[src/rtl/seg7_pkg.sv]
// Shared 7-segment definitions: glyph width, lit-high glyph constants and digit code type.
// Glyph bit order is {a,b,c,d,e,f,g}, so bit 6 is segment a.
package seg7_pkg;

   localparam int SEG_W = 7;

   typedef logic [3:0]       digit_t;
   typedef logic [SEG_W-1:0] glyph_t;

   localparam glyph_t GLYPH_0     = 7'h7E;
   localparam glyph_t GLYPH_1     = 7'h30;
   localparam glyph_t GLYPH_2     = 7'h6D;
   localparam glyph_t GLYPH_3     = 7'h79;
   localparam glyph_t GLYPH_4     = 7'h33;
   localparam glyph_t GLYPH_5     = 7'h5B;
   localparam glyph_t GLYPH_6     = 7'h5F;
   localparam glyph_t GLYPH_7     = 7'h70;
   localparam glyph_t GLYPH_8     = 7'h7F;
   localparam glyph_t GLYPH_9     = 7'h7B;
   localparam glyph_t GLYPH_A     = 7'h77;
   localparam glyph_t GLYPH_B     = 7'h1F;
   localparam glyph_t GLYPH_C     = 7'h4E;
   localparam glyph_t GLYPH_D     = 7'h3D;
   localparam glyph_t GLYPH_E     = 7'h4F;
   localparam glyph_t GLYPH_F     = 7'h47;
   localparam glyph_t GLYPH_BLANK = 7'h00;

endpackage

[src/rtl/seg_scan_driver_if.sv]
// Display-side bundle: digit data and controls in, pin-level drive and frame pulse out.
// The slave modport is the scan driver; the master is whoever supplies the digits.
interface seg_scan_driver_if
   import seg7_pkg::*;
#(
   parameter int NUM_DIGITS = 8
);
   logic                    enable;
   logic [4*NUM_DIGITS-1:0] digits;
   logic [NUM_DIGITS-1:0]   blink_mask;
   logic [NUM_DIGITS-1:0]   dp_mask;
   logic [3:0]              brightness;
   logic [NUM_DIGITS-1:0]   an;
   glyph_t                  seg;
   logic                    dp;
   logic                    frame_tick;

   modport master (
      output enable, digits, blink_mask, dp_mask, brightness,
      input  an, seg, dp, frame_tick
   );

   modport slave (
      input  enable, digits, blink_mask, dp_mask, brightness,
      output an, seg, dp, frame_tick
   );
endinterface

[src/rtl/seg7_decode.sv]
// Combinational nibble to lit-high glyph; codes 10-15 show hex letters only when HEX_EN is set.
module seg7_decode
   import seg7_pkg::*;
#(
   parameter bit HEX_EN = 1'b0
)(
   input  digit_t code_i,
   output glyph_t glyph_o
);

   always_comb begin
      glyph_o = GLYPH_BLANK;
      case (code_i)
         4'h0: glyph_o = GLYPH_0;
         4'h1: glyph_o = GLYPH_1;
         4'h2: glyph_o = GLYPH_2;
         4'h3: glyph_o = GLYPH_3;
         4'h4: glyph_o = GLYPH_4;
         4'h5: glyph_o = GLYPH_5;
         4'h6: glyph_o = GLYPH_6;
         4'h7: glyph_o = GLYPH_7;
         4'h8: glyph_o = GLYPH_8;
         4'h9: glyph_o = GLYPH_9;
         4'hA: glyph_o = HEX_EN ? GLYPH_A : GLYPH_BLANK;
         4'hB: glyph_o = HEX_EN ? GLYPH_B : GLYPH_BLANK;
         4'hC: glyph_o = HEX_EN ? GLYPH_C : GLYPH_BLANK;
         4'hD: glyph_o = HEX_EN ? GLYPH_D : GLYPH_BLANK;
         4'hE: glyph_o = HEX_EN ? GLYPH_E : GLYPH_BLANK;
         4'hF: glyph_o = HEX_EN ? GLYPH_F : GLYPH_BLANK;
         default: glyph_o = GLYPH_BLANK;
      endcase
   end

endmodule

[src/rtl/seg_scan_driver.sv]
// Time-multiplexed common-anode 7-segment scanner with per-digit blink, decimal points
// and PWM brightness; every pin is driven straight from a register.
module seg_scan_driver
   import seg7_pkg::*;
#(
   parameter int NUM_DIGITS     = 8,
   parameter int SLOT_LOG2      = 10,
   parameter int BLINK_FRAMES   = 64,
   parameter bit HEX_EN         = 1'b0,
   parameter bit AN_ACTIVE_LOW  = 1'b1,
   parameter bit SEG_ACTIVE_LOW = 1'b1
)(
   input  logic             clk,
   input  logic             rst_n,
   seg_scan_driver_if.slave disp
);

   localparam int IDX_W = $clog2(NUM_DIGITS);
   localparam int FRM_W = (BLINK_FRAMES > 1) ? $clog2(BLINK_FRAMES) : 1;

   localparam logic [IDX_W-1:0]      IDX_LAST = IDX_W'(NUM_DIGITS - 1);
   localparam logic [FRM_W-1:0]      FRM_LAST = FRM_W'(BLINK_FRAMES - 1);
   localparam logic [NUM_DIGITS-1:0] AN_IDLE  = AN_ACTIVE_LOW ? '1 : '0;
   localparam glyph_t                SEG_IDLE = SEG_ACTIVE_LOW ? '1 : '0;
   localparam logic                  DP_IDLE  = SEG_ACTIVE_LOW;

   logic [SLOT_LOG2-1:0]  presc_q, presc_d;
   logic [IDX_W-1:0]      idx_q, idx_d;
   logic [FRM_W-1:0]      frm_q, frm_d;
   logic                  phase_q, phase_d;
   logic [NUM_DIGITS-1:0] an_q, an_d;
   glyph_t                seg_q, seg_d;
   logic                  dp_q, dp_d;
   logic                  tick_q, tick_d;

   digit_t                digit_arr [NUM_DIGITS];
   digit_t                cur_code;
   glyph_t                cur_glyph;
   glyph_t                seg_lit;
   logic [NUM_DIGITS-1:0] an_lit;
   logic                  slot_end, last_digit, blanked, anode_on, dp_lit;

   for (genvar gi = 0; gi < NUM_DIGITS; gi++) begin : g_digit
      assign digit_arr[gi] = disp.digits[4*gi +: 4];
   end

   assign cur_code = digit_arr[idx_q];

   seg7_decode #(
      .HEX_EN (HEX_EN)
   ) u_decode (
      .code_i  (cur_code),
      .glyph_o (cur_glyph)
   );

   always_comb begin
      slot_end   = &presc_q;
      last_digit = (idx_q == IDX_LAST);

      presc_d = presc_q + SLOT_LOG2'(1);
      idx_d   = idx_q;
      frm_d   = frm_q;
      phase_d = phase_q;
      if (slot_end) begin
         idx_d = last_digit ? '0 : idx_q + IDX_W'(1);
         if (last_digit) begin
            if (frm_q == FRM_LAST) begin
               frm_d   = '0;
               phase_d = ~phase_q;
            end else begin
               frm_d = frm_q + FRM_W'(1);
            end
         end
      end

      // Prescaler value 0 is kept dark so the previous digit's pattern never ghosts onto the next anode.
      blanked  = disp.blink_mask[idx_q] & phase_q;
      anode_on = disp.enable
               && (presc_q[SLOT_LOG2-1 -: 4] <= disp.brightness)
               && (presc_q != '0);

      an_lit        = '0;
      an_lit[idx_q] = anode_on;
      seg_lit       = blanked ? GLYPH_BLANK : cur_glyph;
      dp_lit        = disp.dp_mask[idx_q] & ~blanked;

      an_d   = AN_ACTIVE_LOW  ? ~an_lit  : an_lit;
      seg_d  = SEG_ACTIVE_LOW ? ~seg_lit : seg_lit;
      dp_d   = SEG_ACTIVE_LOW ? ~dp_lit  : dp_lit;
      tick_d = slot_end & last_digit;
   end

   always_ff @(posedge clk) begin
      if (!rst_n) begin
         presc_q <= '0;
         idx_q   <= '0;
         frm_q   <= '0;
         phase_q <= 1'b0;
         an_q    <= AN_IDLE;
         seg_q   <= SEG_IDLE;
         dp_q    <= DP_IDLE;
         tick_q  <= 1'b0;
      end else begin
         presc_q <= presc_d;
         idx_q   <= idx_d;
         frm_q   <= frm_d;
         phase_q <= phase_d;
         an_q    <= an_d;
         seg_q   <= seg_d;
         dp_q    <= dp_d;
         tick_q  <= tick_d;
      end
   end

   assign disp.an         = an_q;
   assign disp.seg        = seg_q;
   assign disp.dp         = dp_q;
   assign disp.frame_tick = tick_q;

endmodule

[src/flat_wrapper.sv]
// flat-port wrapper written by rule: the top's interface ports become plain ports
module seg_scan_driver_flat import seg7_pkg::*;
#(
   parameter int NUM_DIGITS     = 8,
   parameter int SLOT_LOG2      = 10,
   parameter int BLINK_FRAMES   = 64,
   parameter bit HEX_EN         = 1'b0,
   parameter bit AN_ACTIVE_LOW  = 1'b1,
   parameter bit SEG_ACTIVE_LOW = 1'b1
)
  (clk, rst_n, disp_enable, disp_digits, disp_blink_mask, disp_dp_mask, disp_brightness, disp_an, disp_seg, disp_dp, disp_frame_tick);
  seg_scan_driver_if #(.NUM_DIGITS(NUM_DIGITS)) disp_i ();
  input  logic clk;
  input  logic rst_n;
  input wire logic [$bits(disp_i.enable)-1:0] disp_enable;
  input wire logic [$bits(disp_i.digits)-1:0] disp_digits;
  input wire logic [$bits(disp_i.blink_mask)-1:0] disp_blink_mask;
  input wire logic [$bits(disp_i.dp_mask)-1:0] disp_dp_mask;
  input wire logic [$bits(disp_i.brightness)-1:0] disp_brightness;
  output wire logic [$bits(disp_i.an)-1:0] disp_an;
  output wire logic [$bits(disp_i.seg)-1:0] disp_seg;
  output wire logic [$bits(disp_i.dp)-1:0] disp_dp;
  output wire logic [$bits(disp_i.frame_tick)-1:0] disp_frame_tick;
  assign disp_i.enable = disp_enable;
  assign disp_i.digits = disp_digits;
  assign disp_i.blink_mask = disp_blink_mask;
  assign disp_i.dp_mask = disp_dp_mask;
  assign disp_i.brightness = disp_brightness;
  assign disp_an = disp_i.an;
  assign disp_seg = disp_i.seg;
  assign disp_dp = disp_i.dp;
  assign disp_frame_tick = disp_i.frame_tick;
  seg_scan_driver #(.NUM_DIGITS(NUM_DIGITS), .SLOT_LOG2(SLOT_LOG2), .BLINK_FRAMES(BLINK_FRAMES), .HEX_EN(HEX_EN), .AN_ACTIVE_LOW(AN_ACTIVE_LOW), .SEG_ACTIVE_LOW(SEG_ACTIVE_LOW)) u_core (.clk(clk), .rst_n(rst_n), .disp(disp_i));
endmodule
[config.mk]
export PLATFORM = sky130hd
export DESIGN_NAME = seg_scan_driver_flat
export DESIGN_NICKNAME = d
export VERILOG_FILES = /design/src/rtl/seg7_pkg.sv /design/src/rtl/seg_scan_driver_if.sv /design/src/rtl/seg7_decode.sv /design/src/rtl/seg_scan_driver.sv /design/src/flat_wrapper.sv
export SDC_FILE = /design/constraint.sdc
export NUM_CORES = 1
export LEC_CHECK = 0
export ABC_AREA = 1
export BUFFER_PORTS_ARGS = -buffer_cell sky130_fd_sc_hd__buf_2
export CAP_MARGIN = 20
export CORE_ASPECT_RATIO = 1.1
export CORE_MARGIN = 2
export CORE_UTILIZATION = 35
export DETAILED_ROUTE_END_ITERATION = 8
export PLACE_DENSITY_LB_ADDON = 0.05
export SLEW_MARGIN = 30
export SYNTH_ARGS = -nofsm -noshare
export SYNTH_HDL_FRONTEND = slang
export SYNTH_SLANG_ARGS = --single-unit
[constraint.sdc]
create_clock -name clk -period 1.5 [get_ports clk]
set_input_delay 0.15 -clock clk [delete_from_list [all_inputs] [get_ports clk]]
set_output_delay 0.15 -clock clk [all_outputs]
set_load 0.02 [all_outputs]
==> results.md <==
- Flops & latches, synth: 37
- Synth Area per Inst: 6.85 um^2
- Slew @ Worst Pin: 0.421 ns
- Vias per cell: 4.65
- Vias in the first global route: 2505
- Setup Viol. Count Final: 15
- Initial antenna violation count: 0
- Root buf cell: clkbuf_8
- Row count: 31
- CP max-delay cell: dfxtp_4
- Tmin final: 1.66 ns
- Crit path largest cell delay: 0.38 ns
- Final worst setup slack: -0.158 ns
- Remaining antenna violation count: 0
- CP Class: register to register
- CP Cell Sequence: buf_6 -> nor2_2 -> nor2_4 -> o21ai_2 -> nand2_2 -> nor2_4 -> inv_2 -> ha_2 -> o21bai_4 -> nand3_2 -> nand3_1
- Slew HR: 71.9%
- Via Count: 2667
- Failing checks: setup timing
- IO Pins: 72
- Gp weighted congestion: 0.889
- Total power: 0.00215 W
- Global-route wire length before repair: 11.1 mm
- WHS Endpoint: u_core.disp.dp
- Clock share of power: 36.5%
- CTS tree: built
- Crit Path Max Fanout: 7
- Peak VDD IR: 0.000417 V
- Cell Int Power: 0.00158 W
- Post-CTS Hold Fix Bufs: 0
- Syn Inst Count: 351
- Pin count of the biggest net entering global routing: 14
- Fin. Hold Viols: 0
- DP HPWL: 5.13 mm
- Flop2flop setup slack: -0.16 ns
- Port Buffers: 71
- Starting Density: 36.3%
- Reg2Reg Launch Point: u_core.idx_q[0]
- Placed cells: 544
- Max Freq: 0.603 GHz
- Hold slack final: 0.231 ns
- Synth warn: 0
- Maximum clock insertion buffer count: 2
- Psw: 0.000569 W
- Post-Place Setup Slack: -0.149 ns
- Netlist cell types: 35
- Fin cells: 573
- Synthesis-to-layout area growth: 61.6%
- Total global-route track usage: 17.9%
- Worst R2R Path Depth: 11
- Pwr Density: 552 mW/mm^2
- Global route overflow: 0
- P_leak: 1.88 nW
- Result of the run: finished, violations left
- CTS Sinks: 37
- Final nets: 559
- Drt wl/cell: 12.4 um
- TritonRoute pass-1 iters: 4
- Final count of pins violating max slew: 0
- Hold path start: disp_dp_mask[7]
- Layout cells sized above 1: 51.5%
- Worst Skew: 0.00559 ns
- Die Ht: 90.9 um
- Maxcap violations: 0
- CP dominant cell by count: nor2_4
- Final period utilization: 111%
- Clock latency on the worst-skew pair: 0.29 ns
- Switching Share: 26.5%
- Post-Route WL: 7.09 mm
- Drt initial violations: 63
- Sequential share of the synthesized area: 30.8%
- Startpoint Class: register
- Num CTS Buffers: 5
- Gate power share: 16.4%
- Req. time, crit path: 1.67 ns
- Synthesized area: 0.00240 mm^2
- Syn nets: 420
- RSZ-0062 raised after global routing: true
- Critical path arrival: 1.83 ns
- DIE AREA: 0.00755 mm^2
- R2r endpoint: u_core.disp.seg[0]
- # H-tree levels: 2
- Critical path endpoint category: register
- Die width: 83.0 um
- Reg clk slew, reported paths: 0.07 ns
- Hold depth: 4
- Worst min-delay path class: input port to register
- Reg power frac: 47.1%
- Core ar.: 0.00663 mm^2
- Antenna Cells: 0
- Drc violations: 0
-- cells in the mapped netlist --
cell type  count  share of area [%]
a21oi_1       16                3.3
or2_2          3               0.78
inv_1         42                6.6
xnor2_1        1               0.36
nor3_4         2                1.4
nor3_2         1               0.42
nand4_1        2               0.52
o21ai_1        2               0.42
clkbuf_1       1               0.16
ha_1          14                7.3
o21bai_1       3               0.94
nor2_1        25                3.9
nor4_1         2               0.52
a21oi_4        1               0.68
nand2_4        1               0.47
dfxtp_1       37                 31
or2_0          3               0.78
xor2_1         1               0.36
inv_2          6               0.94
nand3_2        4                1.7
buf_4          2               0.62
nor3b_1        2               0.62
o21ai_0       14                2.9
nor2_4         3                1.4
nand3_1       45                9.4
nand2_2        7                1.8
nor3_1         9                1.9
clkinv_1       1               0.16
buf_2          2               0.42
nor2_8         1               0.83
o211ai_2       1               0.52
buf_6          4                1.9
nor2_2         7                1.8
nand2_1       85                 13
or2_1          1               0.26
-- critical path: cells and delay by family, from the launching register on --
| family | cells | cell delay [ns] |
|---|---|---|
| flops | 1 | 0.38 |
| fa+ha+maj | 1 | 0.17 |
| buf+inv | 2 | 0.18 |
| simple gates | 6 | 0.58 |
| compound gates | 2 | 0.22 |
-- cells in the final DEF, fill, tap and decap left out, drive strengths merged --
cell type,n
nand4,2
nor3b,2
or2,7
nand3,49
dfxtp,37
nand2,93
xor2,1
o21ai,16
buf,141
inv,48
o21bai,3
nor4,2
ha,14
nor3,12
clkbuf,7
nor2,36
xnor2,1
o211ai,1
a21oi,17
clkinv,2
-- registers in the layout, indices dropped and copies added, names as in the netlist --
signal                  count
u_core.disp.frame_tick      1
u_core.disp.dp              1
u_core.frm_q                6
u_core.presc_q             10
u_core.disp.seg             7
u_core.disp.an              8
u_core.idx_q                3
u_core.phase_q              1
-- area by class of cell --
type	instances	area, um^2
fillers	621	2750
flip-flops and latches	37	762
well taps	82	103
repair buffers	141	947
inverters	49	194
clock buffers	7	96.3
clock inverters	1	5.00
multi-input cells	256	1780
-- worst max-delay path by stage --
stage	start	to	depth (start not counted)
final	u_core.idx_q[0]	u_core.disp.seg[0]	11
after global routing	u_core.idx_q[2]	u_core.disp.seg[3]	12
after CTS	u_core.idx_q[0]	u_core.disp.seg[6]	11
after detailed placement	u_core.idx_q[0]	u_core.disp.seg[0]	11
after global placement	u_core.idx_q[2]	u_core.disp.seg[5]	10
after floorplan	u_core.idx_q[0]	u_core.disp.seg[0]	11
-- power by group through the flow --
stage / Sequential (W) / Combinational (W) / Clock (W)
floorplan: 0.00106 / 0.000137 / 0
global placement: 0.00104 / 0.000300 / 0
detailed placement: 0.00104 / 0.000301 / 0
CTS: 0.00101 / 0.000310 / 0.000806
global route: 0.00101 / 0.000390 / 0.000846
finish: 0.00101 / 0.000352 / 0.000783
-- metal layers --
metal | vias to the layer above | share of wire [%] | track usage [%]
li1 | 1402 | - | -
met1 | 1197 | 42 | 21.4
met2 | 60 | 53 | 32.1
met3 | 8 | 4.5 | 3.91
met4 | 0 | 1.2 | 5.05
met5 | - | 0 | 0
-- through the flow --
| stage | instance area, um^2 | util (%) | setup TNS (ns) |
|---|---|---|---|
| floorplan | 2430 | - | -0.693 |
| global placement | 3190 | 48.0 | -1.27 |
| detailed placement | 3190 | 48.0 | -1.59 |
| CTS | 3440 | 51.8 | -0.676 |
| global route | 3890 | 58.6 | -3.04 |
| finish | 3890 | 58.6 | -1.36 |
-- cell families after synthesis --
group / after synthesis / synth area share, %
AND/OR/NAND/NOR: 203 / 41.7
buffers and inverters: 58 / 10.7
AO/OA/AOI/OAI: 37 / 8.79
flip-flops: 37 / 30.8
adder cells (fa/ha/maj): 14 / 7.28
XOR/XNOR: 2 / 0.729
-- what timing repair did --
action	in CTS	in global routing
setup buffers	6	15
pin swaps	11	33
resized for setup	25	79
setup endpoints to repair	15	28
Note: power is estimated with default switching activity, not from simulation.
